==> src/rtl/bp_update_queue.sv <==
// bp_update_queue: in-order branch tracking queue. Dispatched conditional
// branches are recorded with their predicted direction. The branch ALU fills
// in the resolved outcome. On retirement the head entry drives the predictor
// update port, and a misprediction raises a redirect and a full flush.
// Optional feature macro: BQ_STATS_EN adds committed-branch and mispredict
// counters as 32-bit outputs.
module bp_update_queue #(
  parameter int DEPTH        = 8,
  parameter int AddressWidth = 32
) (
  input  logic                       clk_in,
  input  logic                       rstn_in,
  input  logic                       rdy_in,
`ifdef BQ_STATS_EN
  output logic [31:0]                bq_stat_branches_out,
  output logic [31:0]                bq_stat_mispredicts_out,
`endif
  input  logic                       dispatcher_bq_en_in,
  input  logic [AddressWidth-1:0]    dispatcher_bq_pc_in,
  input  logic                       dispatcher_bq_taken_in,
  output logic [$clog2(DEPTH)-1:0]   bq_dispatcher_tag_out,
  output logic                       bq_dispatcher_full_out,
  input  logic                       alu_bq_en_in,
  input  logic [$clog2(DEPTH)-1:0]   alu_bq_tag_in,
  input  logic                       alu_bq_taken_in,
  input  logic [AddressWidth-1:0]    alu_bq_target_in,
  output logic                       bq_rob_ready_out,
  input  logic                       rob_bq_commit_in,
  output logic                       bq_bp_en_out,
  output logic                       bq_bp_correct_out,
  output logic [AddressWidth-1:0]    bq_bp_pc_out,
  output logic                       bq_flush_out,
  output logic [AddressWidth-1:0]    bq_if_pc_out
);

  localparam int PTR_W = $clog2(DEPTH);
  localparam int CNT_W = PTR_W + 1;

  // Handshakes: an allocate transfers on a rising edge where
  // dispatcher_bq_en_in is high and the queue is not full (or the head pops
  // in the same cycle); a retirement transfers where rob_bq_commit_in and
  // bq_rob_ready_out are both high. Nothing transfers while rdy_in is low.

  logic [DEPTH-1:0]        valid_q;
  logic [DEPTH-1:0]        resolved_q;
  logic [DEPTH-1:0]        pred_q;
  logic [DEPTH-1:0]        act_q;
  logic [AddressWidth-1:0] pc_q     [DEPTH];
  logic [AddressWidth-1:0] target_q [DEPTH];
  logic [PTR_W-1:0]        head_q;
  logic [PTR_W-1:0]        tail_q;
  logic [CNT_W-1:0]        count_q;

  logic full;
  logic head_ready;
  logic head_correct;
  logic commit_fire;
  logic mispredict;
  logic alloc_fire;
  logic resolve_fire;
  logic [AddressWidth-1:0] redirect_pc;

  // Status and transfer qualifiers, all derived from registered state.
  always_comb begin
    full         = (count_q == CNT_W'(DEPTH));
    head_ready   = valid_q[head_q] & resolved_q[head_q];
    head_correct = (pred_q[head_q] == act_q[head_q]);
    commit_fire  = rdy_in & rob_bq_commit_in & head_ready;
    mispredict   = commit_fire & ~head_correct;
    // A pop in the same cycle frees a slot; a mispredict discards the allocate.
    alloc_fire   = rdy_in & dispatcher_bq_en_in & (~full | commit_fire) & ~mispredict;
    resolve_fire = rdy_in & alu_bq_en_in & valid_q[alu_bq_tag_in];
    redirect_pc  = act_q[head_q] ? target_q[head_q]
                                 : pc_q[head_q] + AddressWidth'(4);
  end

  assign bq_dispatcher_tag_out  = tail_q;
  assign bq_dispatcher_full_out = full;
  assign bq_rob_ready_out       = head_ready;

  // Control state: pointers, occupancy, valid/resolved flags and the
  // registered update/flush outputs.
  always_ff @(posedge clk_in or negedge rstn_in) begin
    if (!rstn_in) begin
      valid_q           <= '0;
      resolved_q        <= '0;
      head_q            <= '0;
      tail_q            <= '0;
      count_q           <= '0;
      bq_bp_en_out      <= 1'b0;
      bq_bp_correct_out <= 1'b0;
      bq_bp_pc_out      <= '0;
      bq_flush_out      <= 1'b0;
      bq_if_pc_out      <= '0;
    end else begin
      bq_bp_en_out      <= commit_fire;
      bq_bp_correct_out <= commit_fire & head_correct;
      bq_flush_out      <= mispredict;
      if (commit_fire) bq_bp_pc_out <= pc_q[head_q];
      if (mispredict)  bq_if_pc_out <= redirect_pc;
      if (mispredict) begin
        valid_q <= '0;
        head_q  <= '0;
        tail_q  <= '0;
        count_q <= '0;
      end else begin
        if (resolve_fire) resolved_q[alu_bq_tag_in] <= 1'b1;
        if (commit_fire) begin
          valid_q[head_q] <= 1'b0;
          head_q          <= head_q + 1'b1;
        end
        // Allocation comes last so it wins when it reuses the popped slot.
        if (alloc_fire) begin
          valid_q[tail_q]    <= 1'b1;
          resolved_q[tail_q] <= 1'b0;
          tail_q             <= tail_q + 1'b1;
        end
        count_q <= count_q + CNT_W'(alloc_fire) - CNT_W'(commit_fire);
      end
    end
  end

  // Entry payload; validity is tracked separately, so no reset is needed.
  always_ff @(posedge clk_in) begin
    if (alloc_fire) begin
      pc_q[tail_q]   <= dispatcher_bq_pc_in;
      pred_q[tail_q] <= dispatcher_bq_taken_in;
    end
    if (resolve_fire) begin
      act_q[alu_bq_tag_in]    <= alu_bq_taken_in;
      target_q[alu_bq_tag_in] <= alu_bq_target_in;
    end
  end

`ifdef BQ_STATS_EN
  // Retirement statistics, wrapping at 2^32.
  always_ff @(posedge clk_in or negedge rstn_in) begin
    if (!rstn_in) begin
      bq_stat_branches_out    <= '0;
      bq_stat_mispredicts_out <= '0;
    end else begin
      if (commit_fire) bq_stat_branches_out    <= bq_stat_branches_out + 32'd1;
      if (mispredict)  bq_stat_mispredicts_out <= bq_stat_mispredicts_out + 32'd1;
    end
  end
`endif

endmodule
==> config.mk <==
export PLATFORM = sky130hd
export DESIGN_NAME = bp_update_queue
export DESIGN_NICKNAME = d
export VERILOG_FILES = /design/src/rtl/bp_update_queue.sv
export SDC_FILE = /design/constraint.sdc
export NUM_CORES = 1
export LEC_CHECK = 0
export CELL_PAD_IN_SITES_DETAIL_PLACEMENT = 1
export CELL_PAD_IN_SITES_GLOBAL_PLACEMENT = 2
export CORE_ASPECT_RATIO = 1.2
export CORE_MARGIN = 5
export CORE_UTILIZATION = 46
export CTS_BUF_LIST = sky130_fd_sc_hd__clkbuf_4
export DETAILED_ROUTE_END_ITERATION = 10
export MAX_ROUTING_LAYER = met4
export PLACE_DENSITY_LB_ADDON = 0.25
export SLEW_MARGIN = 25
export SYNTH_ARGS = -nofsm -noshare
export SYNTH_HDL_FRONTEND = slang
export SYNTH_SLANG_ARGS = --single-unit
==> constraint.sdc <==
create_clock -name clk_in -period 7.5 [get_ports clk_in]
set_input_delay 0.75 -clock clk_in [delete_from_list [all_inputs] [get_ports clk_in]]
set_output_delay 0.75 -clock clk_in [all_outputs]
set_load 0.05 [all_outputs]
==> Yosys cells after proc, flatten, opt, wreduce, memory -nomap -nowiden <==
Memory sizes are Yosys's and may differ from the RTL's.
Cells that the tools add are included.
{ "classes": {"n_addsub": 5, "order_cmp": 6, "n_eq_ne": 2, "n_mux": 35, "bitwise": 20, "n_reduce_logical": 5} }
{ "op_table": {"columns": ["cell", "n"], "rows": [
  ["two-way mux 8 bit", 7],
  ["adder 32 x 3 -> 32 bit, second input constant", 1],
  ["two-way mux 32 bit", 1],
  ["bitwise AND 8 bit", 2],
  ["bitwise mux 8 bit", 2],
  ["NOT 8 bit", 2],
  ["OR 8 bit", 2],
  ["binary-select mux 1 bit (select 3 bit)", 5],
  ["less-than comparator 3 x 4 -> 1 bit, second input constant", 3],
  ["two-way mux 1 bit", 12],
  ["two-way mux 3 bit", 4],
  ["bitwise AND 1 bit", 10],
  ["demux 1 bit (select 3 bit)", 3],
  ["greater-or-equal comparator 3 x 1 -> 1 bit, second input constant", 3],
  ["adder 3 x 1 -> 3 bit, second input constant", 2],
  ["adder 4 x 1 -> 4 bit", 1],
  ["== test 4 bit, second input constant", 1],
  ["two-way mux 4 bit", 1],
  ["nonzero test 2 bit", 2],
  ["subtractor 4 x 1 -> 4 bit", 1],
  ["logical AND 1 bit", 3],
  ["NOT 1 bit", 3],
  ["== test 1 bit", 1],
  ["OR 1 bit", 1]
]} }
{ "word_totals": {"regBits": 109, "mem_bits_rw": 512, "inputBits": 75, "output_inout_bits": 72, "wordCells": 87, "n_memories": 2} }
{ "mem_list": {"columns": ["memory", "words", "word_bits", "rd", "rd_ports_with_merged_regs", "write_ports", "line", "text"], "rows": [
  ["pc_q", 8, 32, 1, 0, 1, "48", "logic [AddressWidth-1:0] pc_q [DEPTH];"],
  ["target_q", 8, 32, 1, 0, 1, "49", "logic [AddressWidth-1:0] target_q [DEPTH];"]
]} }

==> Depth between registers and ports, before layout <==
Gate-level depths: netlist of the first run.
{ "depth": {"word_depth": 11, "ltp_mapped": 18, "depth_no_buf": 13} }

==> Worst setup path before layout of the first run <==
No wires, ideal clock.
{ "synth_path": {"kind": "register -> register", "from": "reg head_q[1]", "to": "mem pc_q[0][0], enable pin", "setup_time_ns": 0.512, "arrival_time_ns": 5.128, "required_time_ns": 6.988, "setup_slack_ns": 1.860, "stages_incl_launch_ff": 10, "n_path_buf": 3, "period_less_slack_ns": 5.640, "path_cell_list": "dfrtp_1 -> buf_6 -> buf_12 -> buf_4 -> or2_2 -> a31oi_1 -> o21ai_0 -> a21oi_2 -> nand2_1 -> nor4_1"} }
{ "synth_via": {"elab_chain_len": 9, "word_cells_on_any_way": 19, "classes_between": "eq/ne (1); mux (10); bitwise (8)"} }
{ "synth_rtl": {"columns": ["item", "line", "text"], "rows": [
  ["start: declaration", "50", "logic [PTR_W-1:0] head_q;"],
  ["start signal: assignment", "110", "head_q <= head_q + 1'b1;"],
  ["binary-select mux 1 bit (select 3 bit) (on tied branches)", "66, 67", null],
  ["two-way mux 1 bit (on tied branches)", "66, 67", null],
  ["bitwise AND 1 bit / == test 1 bit (equally long branches)", "66, 67", null],
  ["bitwise AND 1 bit / NOT 1 bit (equally long branches)", "68, 69", null],
  ["OR 1 bit / bitwise AND 1 bit (equally long branches)", "71, 69", null],
  ["bitwise AND 1 bit / NOT 1 bit (equally long branches)", "71", "alloc_fire = rdy_in & dispatcher_bq_en_in & (~full | commit_fire) & ~mispredict;"],
  ["bitwise AND 1 bit (*)", "71", null],
  ["two-way mux 1 bit (*)", "125", "if (alloc_fire) begin"],
  ["two-way mux 1 bit (implied by the code) (*)", "126", "pc_q[tail_q] <= dispatcher_bq_pc_in;"],
  ["end: declaration", "48", null]
]} }
Mark *: on every way between the ends. The rest lies on a longest branch, timed or not. The select of a mux whose other input is x is not followed.

==> Worst setup path after layout of the first run <==
{ "layout_path": {"from": "reg head_q[2]", "to": "out bq_rob_ready_out"} }
{ "layout_via": {"elab_chain_len": 3, "word_cells_on_any_way": 5, "classes_between": "mux (4); bitwise (1)"} }
{ "layout_rtl": {"columns": ["item", "line", "text"], "rows": [
  ["binary-select mux 1 bit (select 3 bit)", "66", "head_ready = valid_q[head_q] & resolved_q[head_q];"],
  ["two-way mux 1 bit (implied by the code)", "66", null],
  ["bitwise AND 1 bit (*)", "66", null],
  ["end: declaration", "27", "output logic bq_rob_ready_out,"]
]} }
Marked as above.

==> results of run 1 <==
-- layout make-up --
class,count,area (um^2)
antenna,3,7.51
clock buffer,234,1760
clock inverter,40,210
fill,5103,23900
inverter,11,41.3
multi-input combinational,754,5890
sequential,621,18200
tap,705,882
timing repair buffer,191,1800
-- critical path, stage by stage, from the launching register on --
cell and delay [ns]:
dfrtp_4 0.76, buf_4 0.64, nor2b_2 0.48, a22oi_1 0.17
a21oi_1 0.27, or2_2 0.19, clkdlybuf4s50_1 0.81
-- how the worst min path moves through the flow --
stage               depth (start not counted)           endpoint
finish                                      2   bq_bp_pc_out[15]
global route                                2   bq_bp_pc_out[15]
floorplan                                   0  bq_bp_correct_out
global placement                            2   bq_bp_pc_out[22]
detailed placement                          1    bq_if_pc_out[9]
CTS                                         2   bq_bp_pc_out[15]
-- cell families (layout without fill, tap and decap cells) --
logic type,Yosys count,count (layout),synth area share
flops,621,621,0.741
compound gates,336,336,0.0953
fa+ha+maj,9,9,0.00489
simple gates,266,266,0.0571
buf+inv,99,476,0.0237
other cells,0,3,0
xor+xnor,27,27,0.00964
mux,116,116,0.0685
-- per-layer routing --
layer / global-route usage / wire [um] / part of all wire / up-vias
met3: 0.0407 / 4060 / 0.056 / 123
li1: - / - / - / 6457
met2: 0.416 / 36400 / 0.51 / 560
met1: 0.325 / 29600 / 0.41 / 7834
met4: 0.0833 / 1840 / 0.026 / 0
met5: - / 0 / 0 / -
-- cells in the mapped netlist (4+ instances only) --
master,n
dfrtp_1,93
a22o_1,26
or2_2,4
mux2i_1,51
a22oi_1,79
edfxtp_1,528
a21o_1,11
mux4_2,30
buf_4,8
and3b_1,5
mux2_2,23
inv_1,10
a222oi_1,5
nand2_1,96
a311oi_1,4
o211ai_1,6
xor2_1,4
mux4_1,6
mux2i_2,4
nor2_1,57
nand2b_1,6
nor4_1,4
buf_6,9
nand3_1,15
ha_1,8
o21ai_0,74
a21oi_1,48
a221oi_1,30
nor3b_1,4
and2_1,7
nor2b_1,8
buf_2,12
clkbuf_1,43
buf_1,8
a31oi_1,19
nor3_2,4
buf_8,4
nor3_1,12
a221o_1,10
xnor2_1,23
nand4_1,8
-- registers in the layout, indices dropped and copies added, names as in the netlist --
| register | flops |
|---|---|
| bq_bp_pc_out | 32 |
| head_q | 3 |
| resolved_q | 8 |
| bq_bp_correct_out | 1 |
| pc_q | 256 |
| bq_flush_out | 1 |
| bq_bp_en_out | 1 |
| target_q | 256 |
| act_q | 8 |
| valid_q | 8 |
| count_q | 4 |
| pred_q | 8 |
| bq_dispatcher_tag_out | 3 |
| bq_if_pc_out | 32 |
-- cell usage in the layout, fill, tap and decap left out, types with 6 or more instances in the layout --
cell / instances
a221o_1: 10
buf_4: 43
mux2i_1: 51
a22o_1: 26
edfxtp_1: 528
clkdlybuf4s50_1: 145
nor2_1: 50
dfrtp_1: 90
o211ai_1: 6
and2_1: 7
clkbuf_4: 234
a21o_1: 11
a221oi_1: 30
nor3_1: 8
nor3_2: 7
nand2_1: 96
ha_1: 8
clkinv_1: 29
inv_1: 10
nor2b_1: 8
a31oi_1: 19
a21oi_1: 48
nand3_1: 15
xnor2_1: 23
nand4_1: 8
inv_2: 6
mux4_1: 6
mux4_2: 30
nor2_4: 8
o21ai_0: 74
a22oi_1: 79
mux2_2: 23
-- power by group --
| group | total, mW | switching (mW) | internal [mW] | leakage (nW) |
|---|---|---|---|---|
| Combinational | 3.98 | 2.64 | 1.35 | 2.58 |
| Sequential | 4.45 | 0.333 | 4.12 | 5.94 |
| Clock | 2.82 | 1.33 | 1.49 | 1.18 |
| Total | 11.3 | 4.30 | 6.95 | 9.71 |
-- through the flow --
| step | utilization | power (mW) |
|---|---|---|
| final | 0.546 | 11.3 |
| after global routing | 0.546 | 11.8 |
| after CTS | 0.546 | 11.3 |
| after detailed placement | 0.508 | 8.50 |
| after global placement | 0.508 | 8.42 |
| after floorplan | - | 6.92 |
==> results.md, run 1 <==
- The area of all placed cells without fillers is 28,800 um^2.
- STA puts the critical path data required time at 6.75 ns.
- The count of final max-slew check failures is 0.
- Once placement finished, the instance area stood at 26,800 um^2.
- Compared with the post-synthesis result, the final layout area differs by 17.3%.
- The worst supply voltage drop on vdd is 225 uV.
- The count of nets left with antenna violations once routing finished came out at 0.
- The setup check on the worst reg-to-reg path leaves a slack of 2.61 ns.
- The worst slew margin relative to its limit is 0.255.
- The clock-pin slew reported for the worst setup and hold paths after clock tree synthesis is 0.08 ns.
- The tightest hold path in the finished design has a slack of 0.356 ns.
- The number of buffers inserted by post-CTS setup repair is 0.
- The total number of vias is 15,000.
- Entering global routing, the biggest net connects 68 pins.
- Before CTS, the worst setup slack after placement is 2.62 ns.
- The average wire length per cell after detail routing is 28.1 um.
- The number of nets in the synthesized netlist is 1,558.
- The number of nets in the layout is 1,815.
- In this run, post-CTS repair resized a total of 0 instances.
- The count of unresolved DRC violations after routing is 0.
- The via count of the first global-routing pass is 16,500.
- The reg-to-reg endpoint is count_q[3].
- Yosys mapped a number of flops with a built-in enable equal to 528.
- Including well taps, the total number of placed cells is 2,281.
- In this run the horizontal extent of the chip is 221 um.
- Clock tree synthesis inserted a total of 152 buffers.
- Summed over all layers, the routed wires come to 71.9 mm.
- The first detailed-routing pass ran for 5 iterations.
- The number of cell rows is 92.
- The classification of the worst-slack hold path is in2async.
- The final critical path time including I/O delays and setup is 4.96 ns.
- Summed over all instances, the cell type with the most area after synthesis is edfxtp_1.
- Yosys printed 0 warnings.
- The worst setup path is launched from a register.
- Setup violations remaining at the end of the flow were counted as 0.
- The startpoint of the worst register-to-register path is head_q[1].
- The sum of net half-perimeters after detailed placement is 43.4 mm.
- The destination of the critical timing path is bq_rob_ready_out.
- The clock tree synthesis step divided the H-tree into 4 levels.
- The number of hold violations in the final report came to 0.
- The number of standard cells in the final layout excluding fillers is 2,559.
- The core region is 52,700 um^2.
- The CTS tree is done.
- The async set-reset flop share out of synthesis is 0.150.
- On the final layout, the worst clock skew is 0.0417 ns.
- Yosys attributes the largest share of cell area to edfxtp_1 (65%), dfrtp_1 (9.5%), mux4_2 (2.8%).
- The root buffer cell chosen for the clock tree is clkbuf_4.
- The register bit total from synthesis is 621.
- Timing would allow up to 202 MHz.
- The flip-flop cell with the highest count after synthesis is edfxtp_1.
- The post-synthesis area per instance is 16.6 um^2.
- The arrival time of data at the critical path endpoint is 4.21 ns.
- The initial antenna violation count was 5.
- Max-cap violations in this run came to 0.
- The most critical setup path has its startpoint at head_q[2].
- The share of Yosys cell area claimed by the top area cell type is 0.646.
- The maximum fanout count along the critical path is 43.
- The worst setup path is of the reg2out kind.
- The tree built by TritonCTS fans out to 621 sinks.
- The final critical-path share of the clock period is 0.661.
- The share of the Yosys chip area taken by registers is 0.741.
- The vertical die dimension is 263 um.
- No sink is reached through more buffers than the 3 on the longest clock path.
- The DRC marker count from the first detailed-route iteration is 1,486.
- The global routing usage summed across all routing layers is 0.253.
- The initial standard-cell utilization of the core is 0.465.
- Clock latency on the worst-skew pair, taken at its later pin, is 0.89 ns.
- Counting every instance in the synthesized netlist gives 1,474.
- The number of buffer cells added on primary ports is 146.
- The worst register-to-register path has a depth of 13.
- The total congestion overflow is 0.
- The kind of capture point of the worst setup path is a primary output.
- The die covers 58,100 um^2.
- Power spread over the standard cell area amounts to 391 nW/um^2.
- In the final timing run, aggregate negative setup slack is 0 ns.
- The run finished with clean final reports.
- The worst path setup slack after routing is 2.54 ns.
- At the end of routability-driven placement, the weighted congestion stood at 0.843.
- The fraction of final layout cells sized beyond drive strength 1 is 0.214.
- The count of unique library cells instantiated by Yosys is 87.
- The first global-routing pass estimated 107 mm of wire.
- For the pin with the worst max-slew slack, the measured transition is 1.11 ns.
- The vias per cell is 5.85.
- The count of pins on the block boundary is 147.
- The leakage power summed over all cells is 9.71 nW.
- Setup repair after global routing left no endpoint under its margin.
- The count of hold-fix buffers inserted at cts is 1.
- The mapped netlist covers 24,500 um^2.
Power figures use the tool's default switching activity.
==> run 2: changes to the inputs <==
- CORE_UTILIZATION: 46 -> 42
- clock period: 7.5 -> 4.2 ns (I/O delays scaled with it)
==> run 2 against run 1 <==
Net effect: clock power rose by 79%; sequential power rose by 76%; non-clock buffer count rose by 29; register-to-register slack got worse by 2.0 ns; total power rose by 82%; utilization fell by 4.3 points; critical path type unchanged; highest routed layer unchanged; first-iteration DRC count fell by 29%; sequential share of layout area fell by 1.0 points; clock skew rose by 0.0053 ns; routed wire length rose by 2.4%; count of clock-buffer cells in the layout fell by 16; global-route usage fell by 1.2 points.
==> results.md, run 2 (synthesis gave the netlist of run 1 again) <==
- The total congestion overflow came to 0 (unchanged).
- The average wire length per cell after detail routing is 27.9 um (-0.53%).
- The worst hold margin is 0.184 ns (-0.172 ns).
- The worst hold path begins at dispatcher_bq_pc_in[13].
- The critical path startpoint category is a register.
- The width of the die is 231 um (+4.4%).
- The number of buffers inserted by post-CTS setup repair is 0 (unchanged).
- The number of H-tree levels came to 4 (unchanged).
- The most frequent standard cell in the layout excluding fill and tap cells is edfxtp_1.
- The worst slew margin relative to its limit was 0.416 (+0.161).
- The number of nets in the layout is 1,844 (+1.6%).
- Of the available clock period, the critical path in the final layout requires 0.925.
- The number of max-cap violations was 0 (unchanged).
- The vertical die dimension is 275 um (+4.5%).
- The met2 global-route usage is 0.405 (-0.0113).
- The combined area of the multi-input logic cells is 5890 um^2 (about the same).
- TritonCTS built the clock tree.
- The arrival time of data at the critical path endpoint is 3.47 ns (-0.74 ns).
- The cell chosen for the clock root is clkbuf_4.
- The DRC marker count from the first detailed-route iteration is 1,057 (-29%).
- The global-route met3 utilization was 0.0581 (+0.0174).
- The transition time at the pin with the least slew margin is 0.876 ns (-0.231 ns).
- The total number of vias is 15,000 (+0.26%).
- The largest registers in the layout are pc_q (256), target_q (256).
- The number of failing setup endpoints in the final timing report is 0 (unchanged).
- The global routing stage identified its most utilized layer as met2.
- The areal power density over the cells is 699 nW/um^2 (+79%).
- The number of routed nets with antenna violations is 0 (unchanged).
- The worst setup path is captured at a primary output.
- The run finished with clean final reports.
- The count of pins on the block boundary is 147 (unchanged).
- The count of hold-fix buffers inserted at cts came to 3 (+2).
- The number of cell rows came to 97 (+5.4%).
- The maximum fanout count along the critical path is 24 (-44%).
- The launch point of the critical path is head_q[1].
- The core area is 58,100 um^2 (+10%).
- The total die area was 63,400 um^2 (+9.1%).
- The number of buffer cells added on primary ports is 146 (unchanged).
- The insertion delay to the later sink of the worst-skew pair is 0.99 ns (+0.10 ns).
- The maximum buffer depth of the clock tree came to 3 (unchanged).
- The count of unresolved DRC violations after routing was 0 (unchanged).
- The final critical path time including I/O delays and setup is 3.89 ns.
- Setup repair after global routing left no endpoint under its margin.
- The leakage power summed over all cells was 9.90 nW (+2.0%).
- The fraction of final layout cells sized beyond drive strength 1 is 0.222 (+0.00799).
- The utilization after layout came to 0.503 (-0.0425).
- The number of cells upsized or downsized after cts came to 0 (unchanged).
- The TritonCTS sink count is 621 (unchanged).
- The achievable frequency is 257 MHz.
- The initial antenna violation count is 6 (+1).
- The worst path setup slack after routing is 0.315 ns (-2.23 ns).
- Compared with the post-synthesis result, the final layout area differs by 19.2%.
- The via count of the first global-routing pass came to 16,300 (-0.74%).
- The critical path start-end classification is reg2out.
- The initial standard-cell utilization of the core is 0.422 (-0.0434).
- The largest net degree at the start of global routing is 64 (-5.9%).
- The total length of routed wires was 73.6 mm (+2.4%).
- The vias per cell was 5.70 (-2.6%).
- In the layout the commonest cells are edfxtp_1 (528), clkbuf_4 (218), clkdlybuf4s50_1 (145).
- The number of buffers inserted during clock tree synthesis is 152 (unchanged).
- The number of fill cells came to 5,600 (+9.7%).
- The required time reported for the critical path endpoint is 3.78 ns (-2.97 ns).
- The sequential cell area is 18,200 um^2 (unchanged).
- The worst clock skew on the final layout came to 0.0469 ns (+0.00526 ns).
- The worst register-to-register path begins at head_q[2].
- The worst supply voltage drop on vdd is 335 uV (+49%).
- The met1 track demand over resource in global routing is 0.286 (-0.0383).
- The sum of net half-perimeters after detailed placement is 45.6 mm (+5.1%).
- The clock-pin slew reported for the worst setup and hold paths after clock tree synthesis is 0.07 ns (about the same).
- In this run the worst hold path is classified as in2reg.
- The first-pass iteration count of the detailed router is 5 (unchanged).
- The number of hold violations in the final report was 0 (unchanged).
- The pre-CTS setup slack is 0.531 ns (-2.09 ns).
- The global-route wire length before repair is 108 mm (+1.1%).
- The global routing usage summed across all routing layers is 0.241 (-0.0117).
- The final weighted congestion of routability-driven global placement was 0.821 (-2.5%).
- The count of final max-slew check failures is 0 (unchanged).
==> run 2: cell types whose count changed in the layout (fill, tap and decap cells not counted), moves of 5 or more <==
cell / delta
clkbuf_4: -16
buf_12: +14
clkinv_1: +13
buf_4: +15
clkinv_2: +5
==> run 2: final cells by class <==
type,count,share of cell area
sequential,621,0.622
multi-input combinational,754,0.201
timing repair buffer,220,0.0757
clock buffer,218,0.0559
tap,742,0.0317
clock inverter,64,0.0118
inverter,11,0.00141
antenna,5,0.000428
==> run 2: metrics by stage <==
stage          setup TNS, ns  power [mW]  cells  cell area [um^2]
5_1_grt                    0        21.5   2634             29300
6_report                   0        20.5   2635             29300
2_1_floorplan         -90.25        12.4   1474             24500
4_1_cts                    0        20.7   2630             29200
3_5_place_dp               0        15.5   2345             27200
3_3_place_gp               0        15.4   2345             27200
==> run 2: layer usage <==
metal / vias up / wire length [um]
li1: 6542 / -
met1: 7792 / 29200
met2: 550 / 37700
met3: 129 / 4480
met4: 0 / 2210
met5: - / 0
==> run 2: power breakdown <==
group	total [mW]	switching (mW)	internal, mW	leakage [nW]
combinational	7.57	4.97	2.60	2.78
clock	5.06	2.46	2.60	1.18
sequential	7.83	0.479	7.35	5.94
total	20.5	7.91	12.6	9.90
==> run 2: worst max-delay path: stages (launching register included) <==
cell and delay, ns:
dfrtp_4 0.63, nor2b_1 0.19, buf_4 0.20, a32oi_1 0.24, a31oi_1 0.16, or2_2 0.37, clkdlybuf4s50_1 0.71
==> run 2: worst paths after layout <==
check | to | slack [ns] | cells after the start
min | pc_q[2][13] | 0.18 | 1
max reg2reg | count_q[3] | 0.57 | 14
max | bq_rob_ready_out | 0.31 | 6
min in group asynchronous | bq_bp_pc_out[6] | 0.59 | 4
min reg2reg | bq_bp_pc_out[13] | 0.48 | 2
max in group asynchronous | bq_if_pc_out[10] | 3.17 | 4
==> run 3: changes to the inputs <==
- GPL_ROUTABILITY_DRIVEN: default -> 0
==> results of run 3 <==
No change in the layout: final DEF, timing and power equal those of run 2.
